**config.mk**
```make
export PLATFORM = sky130hd
export DESIGN_NAME = reg_writeback
export DESIGN_NICKNAME = d
export VERILOG_FILES = /design/src/rtl/reg_writeback_pkg.sv /design/src/rtl/reg_writeback_queue.sv /design/src/rtl/reg_writeback.sv
export SDC_FILE = /design/constraint.sdc
export NUM_CORES = 1
export LEC_CHECK = 0
export ABC_AREA = 1
export CAP_MARGIN = 20
export CORE_MARGIN = 2
export CORE_UTILIZATION = 45
export DETAILED_ROUTE_END_ITERATION = 6
export GPL_TIMING_DRIVEN = 0
export MAX_ROUTING_LAYER = met4
export PLACE_DENSITY = 0.67
export REMOVE_ABC_BUFFERS = 1
export SLEW_MARGIN = 30
export SYNTH_ARGS = -nofsm -noshare
export SYNTH_HDL_FRONTEND = slang
export SYNTH_SLANG_ARGS = --single-unit
```
**constraint.sdc**
```tcl
create_clock -name clk -period 4.5 [get_ports clk]
set_input_delay 0.45 -clock clk [delete_from_list [all_inputs] [get_ports clk]]
set_output_delay 0.45 -clock clk [all_outputs]
set_load 0.05 [all_outputs]
```
**src/rtl/reg_writeback_pkg.sv**
```systemverilog
// Shared definitions for the register-file write-back path.
//   SIZE_WORD   data width of a register-file word
//   SIZE_REG    number of architectural registers (one pending bit each)
//   REG_ADDR_W  register address width
//   WB_DEPTH    default depth of the write-back queue
//   wbEntry_t   queue entry layout {valid, regIdx, data}
package reg_writeback_pkg;

    localparam int SIZE_WORD  = 16;
    localparam int SIZE_REG   = 4;
    localparam int REG_ADDR_W = 2;
    localparam int WB_DEPTH   = 4;

    typedef struct packed {
        logic                  valid;
        logic [REG_ADDR_W-1:0] regIdx;
        logic [SIZE_WORD-1:0]  data;
    } wbEntry_t;

    function automatic logic [SIZE_REG-1:0] regOneHot(input logic [REG_ADDR_W-1:0] r);
        logic [SIZE_REG-1:0] v;
        v    = '0;
        v[r] = 1'b1;
        return v;
    endfunction

endpackage

```
**src/rtl/reg_writeback_queue.sv**
```systemverilog
// In-order circular buffer for write-back entries.
// Accepts up to two pushes per cycle (push1 lands behind push0; push1 is only
// asserted together with push0) and one pop from the head.
// Ports:
//   clk, reset            clock, synchronous active-high reset
//   push0/pushEntry0      first entry written this cycle
//   push1/pushEntry1      second entry written this cycle
//   pop                   retire the head entry
//   head                  current head entry (valid=0 when empty)
//   entryValid/entryReg   per-slot valid bit and destination register
//   count                 occupied entries
//   rdPtr, entryData      head slot index and per-slot data (WB_BYPASS_EN builds only)
module wb_queue
    import reg_writeback_pkg::*;
#(
    parameter int DEPTH = WB_DEPTH,
    parameter int PTR_W = $clog2(DEPTH)
) (
    input  logic                                  clk,
    input  logic                                  reset,
    input  logic                                  push0,
    input  wbEntry_t                              pushEntry0,
    input  logic                                  push1,
    input  wbEntry_t                              pushEntry1,
    input  logic                                  pop,
    output wbEntry_t                              head,
    output logic [DEPTH-1:0]                      entryValid,
    output logic [DEPTH-1:0][REG_ADDR_W-1:0]      entryReg,
    output logic [PTR_W:0]                        count
`ifdef WB_BYPASS_EN
    ,
    output logic [PTR_W-1:0]                      rdPtr,
    output logic [DEPTH-1:0][SIZE_WORD-1:0]       entryData
`endif
);

    wbEntry_t [DEPTH-1:0] slots;
    logic [PTR_W-1:0]     wrPtr;
    logic [PTR_W-1:0]     rdPtrQ;

    always_ff @(posedge clk) begin
        if (reset) begin
            slots  <= '0;
            wrPtr  <= '0;
            rdPtrQ <= '0;
            count  <= '0;
        end else begin
            // Invalidate before writing: when full, a push may reuse the slot
            // being popped this cycle and must end up valid.
            if (pop) begin
                slots[rdPtrQ].valid <= 1'b0;
                rdPtrQ              <= rdPtrQ + PTR_W'(1);
            end
            if (push0) slots[wrPtr] <= pushEntry0;
            if (push1) slots[wrPtr + PTR_W'(1)] <= pushEntry1;
            wrPtr <= wrPtr + PTR_W'(push0) + PTR_W'(push1);
            count <= count + (PTR_W+1)'(push0) + (PTR_W+1)'(push1) - (PTR_W+1)'(pop);
        end
    end

    assign head = slots[rdPtrQ];

    always_comb begin
        entryValid = '0;
        entryReg   = '0;
        for (int i = 0; i < DEPTH; i++) begin
            entryValid[i] = slots[i].valid;
            entryReg[i]   = slots[i].regIdx;
        end
    end

`ifdef WB_BYPASS_EN
    assign rdPtr = rdPtrQ;

    always_comb begin
        entryData = '0;
        for (int i = 0; i < DEPTH; i++) entryData[i] = slots[i].data;
    end
`endif

endmodule

```
**src/rtl/reg_writeback.sv**
```systemverilog
// Register-file write side: accepts ALU and load results, queues them in
// order and issues one register-file write per cycle, with a per-register
// pending scoreboard for decode stalls.
// Ports:
//   clk, reset                     clock, synchronous active-high reset
//   alu_valid/alu_reg/alu_data     ALU result offer; alu_ready = accepted
//   mem_valid/mem_reg/mem_data     load result offer; mem_ready = accepted
//   wb_stall                       hold the queue head, issue no write
//   PVSWriteEn/RegWrite            one-cycle write strobes
//   writeReg/writeData             write address/data, held between writes
//   pending                        bit r set while a write to r is queued or on the port
//   count                          occupied queue entries
// Optional feature WB_BYPASS_EN adds byp_reg -> byp_hit/byp_data, returning the
// youngest outstanding write to byp_reg in the same cycle.
module reg_writeback
    import reg_writeback_pkg::*;
#(
    parameter int DEPTH = WB_DEPTH,
    parameter int PTR_W = $clog2(DEPTH)
) (
    input  logic                  clk,
    input  logic                  reset,
    input  logic                  alu_valid,
    input  logic [1:0]            alu_reg,
    input  logic [SIZE_WORD-1:0]  alu_data,
    output logic                  alu_ready,
    input  logic                  mem_valid,
    input  logic [1:0]            mem_reg,
    input  logic [SIZE_WORD-1:0]  mem_data,
    output logic                  mem_ready,
    input  logic                  wb_stall,
    output logic                  PVSWriteEn,
    output logic                  RegWrite,
    output logic [1:0]            writeReg,
    output logic [SIZE_WORD-1:0]  writeData,
    output logic [SIZE_REG-1:0]   pending,
    output logic [PTR_W:0]        count
`ifdef WB_BYPASS_EN
    ,
    input  logic [1:0]            byp_reg,
    output logic                  byp_hit,
    output logic [SIZE_WORD-1:0]  byp_data
`endif
);

    localparam logic [PTR_W:0] ONE = (PTR_W+1)'(1);
    localparam logic [PTR_W:0] TWO = (PTR_W+1)'(2);

    wbEntry_t                          head;
    wbEntry_t                          pushEntry0;
    wbEntry_t                          pushEntry1;
    logic [DEPTH-1:0]                  entryValid;
    logic [DEPTH-1:0][REG_ADDR_W-1:0]  entryReg;
    logic                              pop;
    logic                              memAcc;
    logic                              aluAcc;
    logic [PTR_W:0]                    freeSlots;

    // head.valid is equivalent to a non-empty queue.
    assign pop       = head.valid && !wb_stall;
    // The slot popped this cycle is already available to a push.
    assign freeSlots = (PTR_W+1)'(DEPTH) - count + (PTR_W+1)'(pop);

    assign mem_ready = freeSlots >= ONE;
    assign alu_ready = (freeSlots >= TWO) || ((freeSlots >= ONE) && !mem_valid);
    assign memAcc    = mem_valid && mem_ready;
    assign aluAcc    = alu_valid && alu_ready;

    // A load accepted alongside an ALU result goes in first.
    always_comb begin
        pushEntry0 = memAcc ? '{valid: 1'b1, regIdx: mem_reg, data: mem_data}
                            : '{valid: 1'b1, regIdx: alu_reg, data: alu_data};
        pushEntry1 = '{valid: 1'b1, regIdx: alu_reg, data: alu_data};
    end

`ifdef WB_BYPASS_EN
    logic [PTR_W-1:0]                  rdPtr;
    logic [DEPTH-1:0][SIZE_WORD-1:0]   entryData;
`endif

    wb_queue #(.DEPTH(DEPTH), .PTR_W(PTR_W)) uQueue (
        .clk        (clk),
        .reset      (reset),
        .push0      (memAcc || aluAcc),
        .pushEntry0 (pushEntry0),
        .push1      (memAcc && aluAcc),
        .pushEntry1 (pushEntry1),
        .pop        (pop),
        .head       (head),
        .entryValid (entryValid),
        .entryReg   (entryReg),
        .count      (count)
`ifdef WB_BYPASS_EN
        ,
        .rdPtr      (rdPtr),
        .entryData  (entryData)
`endif
    );

    always_ff @(posedge clk) begin
        if (reset) begin
            PVSWriteEn <= 1'b0;
            RegWrite   <= 1'b0;
            writeReg   <= '0;
            writeData  <= '0;
        end else begin
            PVSWriteEn <= pop;
            RegWrite   <= pop;
            if (pop) begin
                writeReg  <= head.regIdx;
                writeData <= head.data;
            end
        end
    end

    always_comb begin
        pending = '0;
        for (int i = 0; i < DEPTH; i++) begin
            if (entryValid[i]) pending = pending | regOneHot(entryReg[i]);
        end
        if (RegWrite) pending = pending | regOneHot(writeReg);
    end

`ifdef WB_BYPASS_EN
    logic [PTR_W-1:0] slot;

    // The write on the port is the oldest; walking the queue from head to
    // tail lets the youngest match overwrite earlier ones.
    always_comb begin
        byp_hit  = pending[byp_reg];
        byp_data = '0;
        slot     = '0;
        if (RegWrite && (writeReg == byp_reg)) byp_data = writeData;
        for (int i = 0; i < DEPTH; i++) begin
            slot = rdPtr + PTR_W'(i);
            if (entryValid[slot] && (entryReg[slot] == byp_reg)) byp_data = entryData[slot];
        end
    end
`endif

endmodule

```
==> impl_metrics.csv <==
group,metric,value,unit
detailed_routing,drc,0,
worst_hold_path,hold_path.class,"reg -> reg",
sta,worst_pin_slew,0.806,ns
critical_path,required,4.78,ns
logic_synthesis,synthSimpleGateAreaFrac,0.389,
flow_run,cap_violations,0,
logic_synthesis,synthDistinctLibCells,31,
placement,dpl_cell_area,6500,µm²
global_routing,grt.busiest_layer,"met2",
logic_synthesis,synth_compound_area_frac,0.144,
sta,slew_headroom,0.462,
global_routing,grt.met3_usage,0.0309,
floorplan,io_pins,70,
logic_synthesis,avgSynthCellArea,6.23,µm²
sta,fmax,243,MHz
logic_synthesis,ys_seq_area_frac,0.347,
logic_synthesis,yosys_most_used_dff,"dfxtp_1",
finish,nNetsFinal,1021,
sta,hold_viol,0,
global_routing,grt_overflow,0,
cts,cts.path.max_buffers,2,
sta,finalSetupViolCount,0,
critical_path,critical_path_arrival,4.39,ns
placement,io_buffers,69,
finish,design_area,6800,µm²
worst_hold_path,worstHoldStart,"writeData[2]$_SDFFE_PP0P_",
critical_path,timing.rr.end,"uQueue.count[2]$_SDFF_PP0_",
power,power.density,703,nW/µm²
global_routing,antenna_found_initial,0,
logic_synthesis,synthCells,945,
cts,cts-root-buf,"clkbuf_16",
sta,drv_slew,0,
logic_synthesis,synthAdderAreaFrac,0.0251,
floorplan,core,12700,µm²
finish,final_common_cell,"nor2_1",
global_routing,use_met2,0.404,
power,peakVddDrop,0.314,mV
detailed_routing,ant_nets,0,
floorplan,die_w,118,µm
logic_synthesis,muxShareOfSynthArea,0,
cts,htree_levels,3,
detailed_routing,drt_iter0_markers,505,
power,p_total,4780,µW
cts,cts_sinks,102,
critical_path,reg2reg_from,"uQueue.rdPtrQ[0]$_SDFFE_PP0P_",
global_routing,use_met1,0.318,
cts,post-cts-setup-buffers,0,
power,p_leak,0.00326,µW
logic_synthesis,synth_top_family_by_area,"simple AND/OR/NAND/NOR gates",
critical_path,r2r_cells,16,
sta,rsz0062_at_grt,"no",
detailed_routing,via_per_inst,5.07,
global_routing,grtUsageTotal,0.247,
finish,area_growth,15.5,%
floorplan,row_count,41,
cts,clk_pin_slew,0.07,ns
detailed_routing,wl,16.1,mm
floorplan,die_h,118,µm
global_routing,first_global_vias,5312,
floorplan,initial_core_util,0.465,
worst_hold_path,hold-path-endpoint,"writeData[2]$_SDFFE_PP0P_",
critical_path,regToRegSetupSlack,0.39,ns
critical_path,startpoint_type,"register",
detailed_routing,wl_per_cell,14.0,µm
critical_path,critPathMaxFanout,31,
global_routing,grt_max_degree,75,
placement,place.gp.congestion,0.866,
worst_hold_path,hold_path_depth,2,
critical_path,end_kind,"register",
logic_synthesis,synth-edff-count,0,
global_routing,grt_pass1_wl,27.0,mm
finish,diodes,0,
logic_synthesis,synth_area,5890,µm²
floorplan,die_area,14000,µm²
cts,cts_buffers,9,
detailed_routing,dr.pass1.iters,6,
placement,dpl.hpwl,9.01,mm
cts,hold_buffers,0,
sta,clock_skew,0.00597,ns
logic_synthesis,yosys_register_bits,102,
detailed_routing,vias,5811,
sta,min_period_over_period,0.913,
run_status,status,"completed",
cts,cts_tree,"done",
finish,drive_above_1_share,0.0370,
finish,layout_common_cells,"nor2_1 (303), nand2_1 (203), o21ai_0 (117)",
logic_synthesis,yosys_warnings,0,
sta,final.min_clock_period,4.11,ns
logic_synthesis,async_flop_share,0,
cts,clock_latency,0.35,ns
logic_synthesis,synth-xor-area-share,0.00298,
critical_path,worstSetupPathType,"reg -> reg",
==> cell type report <==
type	instances	area (µm²)
Clock buffer	14	264
Clock inverter	1	5.00
Fill cell	1346	5870
Inverter	51	196
Multi-Input combinational cell	735	3330
Sequential cell	102	2050
Tap cell	172	215
Timing Repair Buffer	71	741
==> worst max path at each step <==
stage | endpoint | depth (start not counted) | from | slack, ns
after floorplan | uQueue.count[2]$_SDFF_PP0_ | 15 | uQueue.rdPtrQ[0]$_SDFFE_PP0P_ | 0.08
after global placement | uQueue.count[2]$_SDFF_PP0_ | 15 | uQueue.rdPtrQ[0]$_SDFFE_PP0P_ | -1.39
final | uQueue.count[2]$_SDFF_PP0_ | 16 | uQueue.rdPtrQ[0]$_SDFFE_PP0P_ | 0.39
after CTS | uQueue.count[2]$_SDFF_PP0_ | 16 | uQueue.rdPtrQ[0]$_SDFFE_PP0P_ | 0.03
after detailed placement | uQueue.count[2]$_SDFF_PP0_ | 14 | uQueue.rdPtrQ[1]$_SDFFE_PP0P_ | -0.42
after global routing | uQueue.count[2]$_SDFF_PP0_ | 16 | uQueue.rdPtrQ[0]$_SDFFE_PP0P_ | 0.11
==> kinds of logic after synthesis <==
group           Yosys count
flops                   102
fa+ha+maj                10
xor+xnor                  2
compound gates          162
simple gates            561
buf+inv                 108
==> sequential cells by signal, summed over array words and instances, names as in the netlist <==
register           flops
uQueue.slots          64
writeData             16
uQueue.entryReg        8
uQueue.entryValid      4
uQueue.count           3
uQueue.rdPtrQ          2
uQueue.wrPtr           2
writeReg               2
RegWrite               1
==> power by group <==
part | switching (µW) | internal [µW] | total [µW]
Sequential | 243 | 1230 | 1470
Combinational | 1730 | 836 | 2570
Clock | 340 | 403 | 743
Total | 2320 | 2470 | 4780
==> timing repair <==
action | 4_1_cts | 5_1_grt
resized for setup | 3 | 3
gates cloned | 0 | 0
endpoints found under the setup margin | 3 | 3
==> layer usage <==
layer  vias to the layer above  share of wire
met1                      2585           0.46
met2                       174           0.47
li1                       3033              -
met4                         0          0.017
met5                         -              0
met3                        19          0.051
==> Yosys cell counts (10+ instances only) <==
| library cell | n | share of area |
|---|---|---|
| o21ai_1 | 12 | 0.010 |
| buf_2 | 14 | 0.012 |
| o21ai_0 | 117 | 0.099 |
| nand3b_1 | 18 | 0.023 |
| buf_6 | 13 | 0.025 |
| nand2_1 | 204 | 0.13 |
| clkbuf_1 | 24 | 0.015 |
| nand3_1 | 18 | 0.015 |
| nor2_1 | 303 | 0.19 |
| o22ai_1 | 16 | 0.017 |
| dfxtp_1 | 102 | 0.35 |
| inv_1 | 49 | 0.031 |
| nand2_4 | 10 | 0.019 |
| a21oi_1 | 10 | 0.0085 |
==> stage by stage <==
stage | worst slack (ns) | std cells | TNS (ns) | hold slack (ns) | util
2_1_floorplan | 0.0784 | 888 | 0 | 0.514 | -
3_3_place_gp | -1.39 | 1129 | -69.55 | 0.464 | 0.509
3_5_place_dp | -0.420 | 1131 | -0.648 | 0.471 | 0.513
4_1_cts | 0.0320 | 1146 | 0 | 0.486 | 0.535
5_1_grt | 0.106 | 1146 | 0 | 0.501 | 0.537
6_report | 0.390 | 1146 | 0 | 0.478 | 0.537
==> worst max-delay path, stage by stage (launching register included) <==
cell and delay (ns):
dfxtp_4 0.51, buf_16 0.20, a21oi_1 0.08, o21ai_1 0.10, nand2_1 0.20, nand2_8 0.27, ha_1 0.19, inv_1 0.04
ha_1 0.29, nor2_1 0.20, nand2_4 0.25, nand2_8 0.27, nand2_4 0.15, fa_1 0.45, fa_1 0.40, or2_2 0.30
a21oi_1 0.11
Power figures use the tool's default switching activity.
==> RTL change (same settings) <==
The package constant `SIZE_REG` goes from 4 to 8.
--- a/src/rtl/reg_writeback_pkg.sv
+++ b/src/rtl/reg_writeback_pkg.sv
@@ -7,7 +7,7 @@
 package reg_writeback_pkg;
 
     localparam int SIZE_WORD  = 16;
-    localparam int SIZE_REG   = 4;
+    localparam int SIZE_REG   = 8;
     localparam int REG_ADDR_W = 2;
     localparam int WB_DEPTH   = 4;
 
Ports: changed (resized pending); port bits go from 70 to 74. The function was not compared with the original's and may differ.
==> RTL change against the original RTL <==
Final area hardly changed; non-clock buffer count stayed put; via count is 0.93% higher; sequential share of layout area hardly changed; sequential cell count stayed put; setup slack better by 0.027 ns; first-iteration DRC count is 5.5% higher; total power hardly changed; synthesized area is 0.66% higher; clock power is 2% lower; worst hold slack better by 0.0043 ns; utilization is 0.18 points lower; wire length is 2.3% higher; critical path type unchanged; critical endpoint unchanged; largest cell class unchanged.
==> RTL change: results (changes against the original RTL) <==
post-CTS sizing 2 (-1); routing usage on met2 39.19% (-1.2 points); Synth area leaders dfxtp_1 34%, nor2_1 19%, nand2_1 13%; Commonest cells post-synth 303 x nor2_1, 206 x nand2_1, 117 x o21ai_0; WHS Endpoint writeData[9]; hpwl dp 9083 µm (+0.84%); post-synthesis cell area 0.005924 mm² (+0.66%); part of the cycle the worst path needs 90.72% (-0.61 points); final wirelength 16440 µm (+2.3%); share of cells above drive strength 1 3.779% (+0.083 points); global placer's final weighted congestion 0.9070 (+4.7%); number of global-route vias before repair 5383 (+1.3%); clock-cell share of area 3.824% (-0.13 points); HP Start writeData[9]; first-pass GRT wire length 27190 µm (+0.64%); Fin Hold WS 0.4828 ns (+0.004289 ns); Synth Area in Compound Gates 14.32% (-0.052 points); reg2reg path depth 15 (-1); multi-input combinational area share 49.24% (+0.24 points); Worst Path Arrival 4.36 ns (-0.03 ns); Critical Path End uQueue.count[2]; largest net degree at the start of global routing 63 (-16%); delay-heaviest family, CP simple AND/OR/NAND/NOR gates; status complete, no violations; worst slew pin tran 0.8224 ns (+0.01602 ns); static leakage 0.003266 µW (about the same); Seq/Total Area, Yosys 34.47% (-0.23 points); peak supply drop 0.0002951 V (-6.0%); M1 GR Usage 31.80% (+0.041 points); adder-cell share of the synthesized area 2.492% (-0.016 points); final instance count without filler cells 1151 (+0.44%); initial drt markers 533 (+5.5%); Multi-input gate area 0.003351 mm² (+0.56%); pre-CTS setup slack -0.4055 ns (+0.01439 ns); Seq Cell Count 102 (unchanged); Final non-clock buffer share 10.77% (-0.12 points); DR vias/cell 5.096 (+0.49%); Final nets 1025 (+0.39%); All-Layer GR Usage 24.65% (-0.057 points); final clock skew 0.01084 ns (+0.004863 ns); CTS max path bufs 2 (unchanged); CLK BUF 12 (-2); routing usage on met3 4.826% (+1.7 points); Avg Synthesized Cell Area 6.236 µm² (+0.13%); XOR/XNOR Fraction of Synth Area 0.2957% (-0.0019 points); Yosys cell types 33 (+6.5%); placed insts 1135 (+0.35%)
[RTL change: cell count changes after synthesis, sizes merged]
cell / before / now
buf: 33 / 37
conb: 0 / 1
nand2: 216 / 218
nand3: 19 / 17
o311ai: 0 / 2
o31ai: 2 / 0
[RTL change: layer usage]
metal | up-vias | part of all wire, % | routed length (µm)
met5 | - | 0 | 0
met4 | 0 | 1.9 | 316
met3 | 25 | 5.8 | 954
met2 | 181 | 46 | 7495
met1 | 2623 | 47 | 7674
li1 | 3036 | - | -
[RTL change: tightest hold or removal path, stage by stage, from the launching register on]
cell and delay (ns):
dfxtp_1 0.32, nor2_1 0.04, nor2_1 0.08
[RTL change: report_power, final]
| group | total, µW | internal, µW | switching, µW |
|---|---|---|---|
| sequential | 1480 | 1230 | 250 |
| clock | 727 | 375 | 352 |
| combinational | 2580 | 835 | 1750 |
| total | 4790 | 2440 | 2350 |
